$ cat config.mk
export PLATFORM = sky130hd
export DESIGN_NAME = fifo_wr_ctrl
export DESIGN_NICKNAME = d
export VERILOG_FILES = /design/src/rtl/fifo_pkg.sv /design/src/rtl/fifo_ptr_sync.sv /design/src/rtl/fifo_wr_ctrl.sv
export SDC_FILE = /design/constraint.sdc
export NUM_CORES = 1
export LEC_CHECK = 0
export ABC_AREA = 1
export CORE_MARGIN = 10
export CORE_UTILIZATION = 38
export DETAILED_ROUTE_END_ITERATION = 10
export PLACE_DENSITY_LB_ADDON = 0.1
export SLEW_MARGIN = 20
export SYNTH_ARGS = -nofsm -noshare
export SYNTH_HDL_FRONTEND = slang
export SYNTH_SLANG_ARGS = --single-unit
$ cat constraint.sdc
create_clock -name wr_clk -period 2.7 [get_ports wr_clk]
set_clock_uncertainty 0.2 [all_clocks]
set_input_delay 0.675 -clock wr_clk [delete_from_list [all_inputs] [get_ports wr_clk]]
set_output_delay 0.675 -clock wr_clk [all_outputs]
set_load 0.05 [all_outputs]
$ cat src/rtl/fifo_pkg.sv
// Shared FIFO constants and Gray-code helpers for the write/read pointer controllers.
// Helpers work on any pointer width up to PTR_MAX_W; callers zero-extend and keep the low bits.
package fifo_pkg;

  localparam int PTR_MAX_W      = 32;
  localparam int DATA_WIDTH_DEF = 8;
  localparam int MEM_DEPTH_DEF  = 16;
  localparam int SYNC_STAGES    = 2;

  function automatic logic [PTR_MAX_W-1:0] bin2gray(input logic [PTR_MAX_W-1:0] bin);
    return bin ^ (bin >> 1);
  endfunction

  // Zero-extended Gray input decodes correctly in the low bits: upper prefix XOR stays 0.
  function automatic logic [PTR_MAX_W-1:0] gray2bin(input logic [PTR_MAX_W-1:0] gray);
    logic [PTR_MAX_W-1:0] bin;
    bin[PTR_MAX_W-1] = gray[PTR_MAX_W-1];
    for (int i = PTR_MAX_W - 2; i >= 0; i--) begin
      bin[i] = bin[i+1] ^ gray[i];
    end
    return bin;
  endfunction

endpackage

$ cat src/rtl/fifo_ptr_sync.sv
// Two-flop synchronizer for a Gray-coded FIFO pointer crossing into the local clock domain.
// Width and reset value are parameters so the read-side controller can reuse it.
module fifo_ptr_sync #(
  parameter int               WIDTH   = 5,
  parameter logic [WIDTH-1:0] RST_VAL = '0
) (
  input  logic             clk,
  input  logic             rst,
  input  logic [WIDTH-1:0] d,
  output logic [WIDTH-1:0] q
);

  logic [WIDTH-1:0] q1;

  always_ff @(posedge clk or posedge rst) begin
    if (rst) begin
      q1 <= RST_VAL;
      q  <= RST_VAL;
    end else begin
      q1 <= d;
      q  <= q1;
    end
  end

endmodule

$ cat src/rtl/fifo_wr_ctrl.sv
// Write-domain controller of the async FIFO: write pointer, address, registered full, level.
// Optional sticky overflow flag is built only when WR_OVERFLOW_EN is defined.
module fifo_wr_ctrl
  import fifo_pkg::*;
#(
  parameter int DATA_WIDTH   = DATA_WIDTH_DEF,
  parameter int MEM_DEPTH    = MEM_DEPTH_DEF,
  parameter int ADD_WIDTH    = $clog2(MEM_DEPTH),
  parameter int AFULL_THRESH = MEM_DEPTH - 2
) (
  input  logic               wr_clk,
  input  logic               wr_rst,
  input  logic               wr_inc,
  input  logic [ADD_WIDTH:0] rd_ptr_gray,
  output logic [ADD_WIDTH-1:0] wr_addr,
  output logic               wr_full,
  output logic [ADD_WIDTH:0] wr_ptr_gray,
  output logic [ADD_WIDTH:0] wr_level,
  output logic               wr_afull,
  output logic               wr_overflow
);

  localparam int PW = ADD_WIDTH + 1;
  localparam int unused_data_width = DATA_WIDTH;

  if (MEM_DEPTH < 4 || (MEM_DEPTH & (MEM_DEPTH - 1)) != 0) begin : g_bad_depth
    $error("fifo_wr_ctrl: MEM_DEPTH must be a power of 2 and >= 4");
  end

  logic [ADD_WIDTH:0] wr_ptr_bin;
  logic [ADD_WIDTH:0] bin_next;
  logic [ADD_WIDTH:0] gray_next;
  logic [ADD_WIDTH:0] rq2;
  logic [ADD_WIDTH:0] rq2_bin;
  logic [ADD_WIDTH:0] full_pattern;
  logic               wr_en;
  logic               full_next;
  logic [PTR_MAX_W-PW-1:0] unused_gray_hi;
  logic [PTR_MAX_W-PW-1:0] unused_bin_hi;

  fifo_ptr_sync #(
    .WIDTH   (PW),
    .RST_VAL ('0)
  ) u_rd_sync (
    .clk (wr_clk),
    .rst (wr_rst),
    .d   (rd_ptr_gray),
    .q   (rq2)
  );

  assign wr_en    = wr_inc & ~wr_full;
  assign bin_next = wr_ptr_bin + PW'(wr_en);

  assign {unused_gray_hi, gray_next} = bin2gray(PTR_MAX_W'(bin_next));
  assign {unused_bin_hi, rq2_bin}    = gray2bin(PTR_MAX_W'(rq2));

  // Full when the next write pointer is one lap ahead of the synchronized read pointer.
  assign full_pattern = {~rq2[ADD_WIDTH:ADD_WIDTH-1], rq2[ADD_WIDTH-2:0]};
  assign full_next    = (gray_next == full_pattern);

  always_ff @(posedge wr_clk or posedge wr_rst) begin
    if (wr_rst) begin
      wr_ptr_bin  <= '0;
      wr_ptr_gray <= '0;
      wr_full     <= 1'b0;
    end else begin
      wr_ptr_bin  <= bin_next;
      wr_ptr_gray <= gray_next;
      wr_full     <= full_next;
    end
  end

  assign wr_addr  = wr_ptr_bin[ADD_WIDTH-1:0];
  // Synchronized read pointer lags, so the level can only over-report.
  assign wr_level = wr_ptr_bin - rq2_bin;
  assign wr_afull = (wr_level >= PW'(AFULL_THRESH));

`ifdef WR_OVERFLOW_EN
  always_ff @(posedge wr_clk or posedge wr_rst) begin
    if (wr_rst) begin
      wr_overflow <= 1'b0;
    end else if (wr_inc & wr_full) begin
      wr_overflow <= 1'b1;
    end
  end
`else
  assign wr_overflow = 1'b0;
`endif

endmodule
After elaboration in Yosys (flattened, before gate mapping)
Index checks and enable logic that the tools add are counted.
{"block": "word_totals", "ff_bits": 21, "output_inout_bits": 17, "in_bits": 8, "word_cells": 17}
{"block": "classes", "add_sub_neg": 2, "magnitude_cmp": 1, "eq_ne": 1, "bitwise": 8}
{"operator": "$add 5x1->5", "count": 1}
{"operator": "$eq 5x5->1", "count": 1}
{"operator": "$ge 5x4->1 const B", "count": 1}
{"operator": "$sub 5x5->5", "count": 1}
{"operator": "$xor 5x4->5", "count": 1}
{"operator": "$xor 1x1->1", "count": 4}
{"operator": "$not 2->2", "count": 1}
{"operator": "$and 1x1->1", "count": 1}
{"operator": "$not 1->1", "count": 1}

Depth between registers and ports, before layout
{"block": "logic_depth", "depth_word": 6, "ltp_mapped": 13, "mapped_depth_nobuf": 13}

By module
Synthesis repeated with hierarchy kept, for this count alone.
{"block": "unflattened", "hier_cells": 135, "hier_area_um2": 1109.8}
{"mod": "fifo_wr_ctrl", "cells_per_inst": 124, "n_inst": 1, "area_each_um2": 855.8}
{"mod": "fifo_ptr_sync", "cells_per_inst": 11, "n_inst": 1, "area_each_um2": 254.0}

Worst setup path after synthesis
OpenSTA, ideal clock, no wires.
{"block": "synth_path", "kind": "register to output", "start": "reg u_rd_sync.q[4]", "end": "out wr_afull", "n_path_buf": 0, "path_stages_with_launch": 14, "setup_slack_ns": -1.953, "t_arrival_ns": 3.778, "path_cell_list": "dfrtp_1 -> xnor2_1 -> nand2_2 -> nand2_2 -> nand2_2 -> nand2_2 -> nand2_2 -> nand2_1 -> inv_1 -> ha_1 -> fa_1 -> xnor2_1 -> nand2_1 -> o21ai_0"}
{"block": "synth_between", "elab_chain_len": 6}
{"item": "from (decl)", "line": "fifo_ptr_sync.sv:10", "source": "output logic [WIDTH-1:0] q"}
{"item": "from (signal assigned)", "line": "fifo_ptr_sync.sv:21", "source": "q <= q1;"}
{"item": "$xor 1x1->1 (*) (2 in series)", "line": "fifo_pkg.sv:19", "source": "bin[i] = bin[i+1] ^ gray[i];"}
{"item": "$xor 1x1->1 (2 in series)", "line": "fifo_pkg.sv:19"}
{"item": "$sub 5x5->5 (*)", "line": "fifo_wr_ctrl.sv:75", "source": "assign wr_level = wr_ptr_bin - rq2_bin;"}
{"item": "net wr_level[2]", "line": "fifo_wr_ctrl.sv:18", "source": "output logic [ADD_WIDTH:0] wr_level,"}
{"item": "$ge 5x4->1 (*)", "line": "fifo_wr_ctrl.sv:76", "source": "assign wr_afull = (wr_level >= PW'(AFULL_THRESH));"}
{"item": "to (decl)", "line": "fifo_wr_ctrl.sv:19", "source": "output logic wr_afull,"}
The timed path passes the listed nets; every way through them passes the cells marked *.

Worst setup path after layout
{"block": "layout_path", "start": "reg u_rd_sync.q[4]", "end": "out wr_afull"}
{"block": "layout_between", "elab_chain_len": 6}
{"item": "$xor 1x1->1 (4 in series)", "line": "fifo_pkg.sv:19"}
{"item": "$sub 5x5->5 (*)", "line": "fifo_wr_ctrl.sv:75"}
{"item": "$ge 5x4->1 (*)", "line": "fifo_wr_ctrl.sv:76"}
Every way passes the cells marked *; elsewhere a longest branch is shown, timed or not.

==> impl_metrics.yaml <==
outcome:
  status: "complete, but fails checks"
  violations: "negative setup slack"
drt:
  drc: 0
  routed-via-count: 929
  drt_iter0_markers: 51
  ant_nets: 0
  routedWlPerCell_um: 11.4
  first_pass_iters: 4
  vias_per_cell: 4.55
  totalWireLength_um: 2330
cells_and_area:
  drive_gt1_frac: 0.335
  nNetsFinal: 189
  area_growth_pct: 53.0
  n_antenna_cell: 0
global_routing:
  track_usage: 0.0913
  grt_pass1_wl_um: 3930
  grt_overflow_total: 0
  antenna_found_initial: 0
  grt_max_degree: 16
  grt_pass1_vias: 921
cts:
  root_buffer: "clkbuf_4"
  clock_latency_ps: 300
  hold_buffers: 0
  cts.path.max_buffers: 2
  cts_tree: "yes"
  cts_sinks: 20
  clk_pin_slew_worst_paths_ps: 110
  h-tree-depth: 1
  cts_made_buffers: 3
placed_design:
  portBuffers: 23
  hpwl_um: 1930
  gp_congestion: 0.741
  dpl_worst_slack_ps: -544
yosys:
  syn-cell-area_sq_mm: 0.00108
  synth-seq-area-share: 0.465
  yosys.area.top_type_share: 0.465
  ys_types: 17
  synth_common_cells: "nand2_1, dfrtp_1, inv_1"
  synth.avg_cell_area_sq_um: 8.47
  synthFlopType: "dfrtp_1"
  synth_area_leader_cell: "dfrtp_1"
  syn-num-nets: 142
  ys_ff_latch: 20
  yosysWarnings: 0
  synth_area_leaders: "dfrtp_1, nand2_1, ha_1, inv_1, nand3_1"
  async_reset_ff_frac: 1.00
  synth-edff-count: 0
  postSynthCellCount: 127
  synth_most_common_cell: "nand2_1"
floorplan:
  die_h_um: 73.2
  fp-row-count: 19
  start_util: 0.394
  core_sq_mm: 0.00273
  die_x_um: 73.2
  dieArea_sq_mm: 0.00536
  io_pins: 25
job:
  cap_violations: 0
timing:
  clock.fmax_mhz: 291
  setup_viol: 5
  slew_headroom: 0.649
  maxSlewViolCount: 0
  setup_ws_ps: -740
  hold_viol: 0
  fin_crit_sh: 1.27
  min_period_ps: 3440
  tightest_slew_ps: 526
  rsz0062_at_grt: "true"
setup_path:
  crit_path_start_kind: "register"
  cp_max_fo: 3
  criticalPathCategory: "reg2out"
  worstPathArrival_ps: 2560
  end_kind: "output pin"
  cp.required_ps: 1820
worst_hold_path:
  hold_path.class: "reg2reg"
==> final timing paths <==
path / slack [ps] / start / endpoint / cells past startpoint
min in group asynchronous: 500 / wr_rst / u_rd_sync.q[2]$_DFF_PP0_ / 2
setup reg to reg: 730 / wr_ptr_bin[0]$_DFF_PP0_ / wr_full$_DFF_PP0_ / 9
hold / removal: 160 / u_rd_sync.q1[0]$_DFF_PP0_ / u_rd_sync.q[0]$_DFF_PP0_ / 0
max in group asynchronous: 1320 / wr_rst / wr_ptr_bin[0]$_DFF_PP0_ / 3
hold reg to reg: 160 / u_rd_sync.q1[0]$_DFF_PP0_ / u_rd_sync.q[0]$_DFF_PP0_ / 0
setup / recovery: -740 / u_rd_sync.q[4]$_DFF_PP0_ / wr_afull / 15
==> sequential cells by signal, indices dropped and copies added (netlist names) <==
| register | flops |
|---|---|
| wr_full | 1 |
| u_rd_sync.q | 5 |
| wr_ptr_bin | 5 |
| u_rd_sync.q1 | 5 |
| wr_ptr_gray | 4 |
==> cells in the final DEF (no fill, tap or decap), drive strengths merged <==
cell type,count
o21ai,3
conb,1
xnor2,5
a21oi,2
clkdlybuf4s50,17
dfrtp,20
clkinvlp,1
buf,27
ha,6
nand3,11
nand2,44
nand4,4
inv,20
xor2,4
fa,1
clkbuf,4
nor2,3
==> critical path: stages (launching register included) <==
cell,delay (ps)
dfrtp_2,460
xnor2_2,200
nand2_2,90
nand2_2,70
nand2_2,50
nand2_2,70
nand2_2,50
nand2_2,50
inv_2,40
ha_4,150
fa_2,360
o21ai_2,160
xor2_1,160
buf_4,150
o21ai_4,50
buf_6,150
==> cell type report <==
cell class / count / area, sq um
inverters: 21 / 82.6
fillers: 241 / 1090
repair buffers: 44 / 433
multi-input cells: 84 / 563
flip-flops and latches: 20 / 503
clock buffers: 4 / 26.3
well taps: 31 / 38.8
==> through the flow <==
| stage | area (sq um) | hold WS [ps] | TNS, ps | util | instances |
|---|---|---|---|---|---|
| floorplan | 1130 | 131 | -1180 | - | 127 |
| global placement | 1520 | 133 | -1630 | 0.557 | 195 |
| detailed placement | 1520 | 136 | -1970 | 0.557 | 195 |
| CTS | 1600 | 162 | -3440 | 0.585 | 203 |
| global route | 1650 | 166 | -4350 | 0.602 | 204 |
| finish | 1650 | 160 | -3430 | 0.602 | 204 |
==> routing by layer <==
| layer | vias to the layer above | track usage | wire, um |
|---|---|---|---|
| li1 | 481 | - | - |
| met4 | 0 | 0.0633 | 55 |
| met1 | 425 | 0.0986 | 993 |
| met3 | 4 | 0.0272 | 151 |
| met2 | 19 | 0.149 | 1130 |
| met5 | - | 0 | 0 |
==> repair_timing <==
action | CTS | global route
setup buffers | 4 | 1
endpoints found under the setup margin | 6 | 6
cloned | 0 | 0
pin swaps | 1 | 0
gates resized for setup | 8 | 8
==> cell families (layout without fill, tap and decap cells) <==
kind of cell	count (synthesis)	in the layout	synth area share
xor+xnor	9	9	0.0733
other cells	1	1	0.00349
fa+ha+maj	7	7	0.0884
compound gates	5	5	0.0233
buf+inv	23	69	0.0872
flops	20	20	0.465
simple gates	62	62	0.259
Power is left out: the tool's default activity adds up to more than one toggle a clock period on the data nets, which glitch-free logic cannot reach.
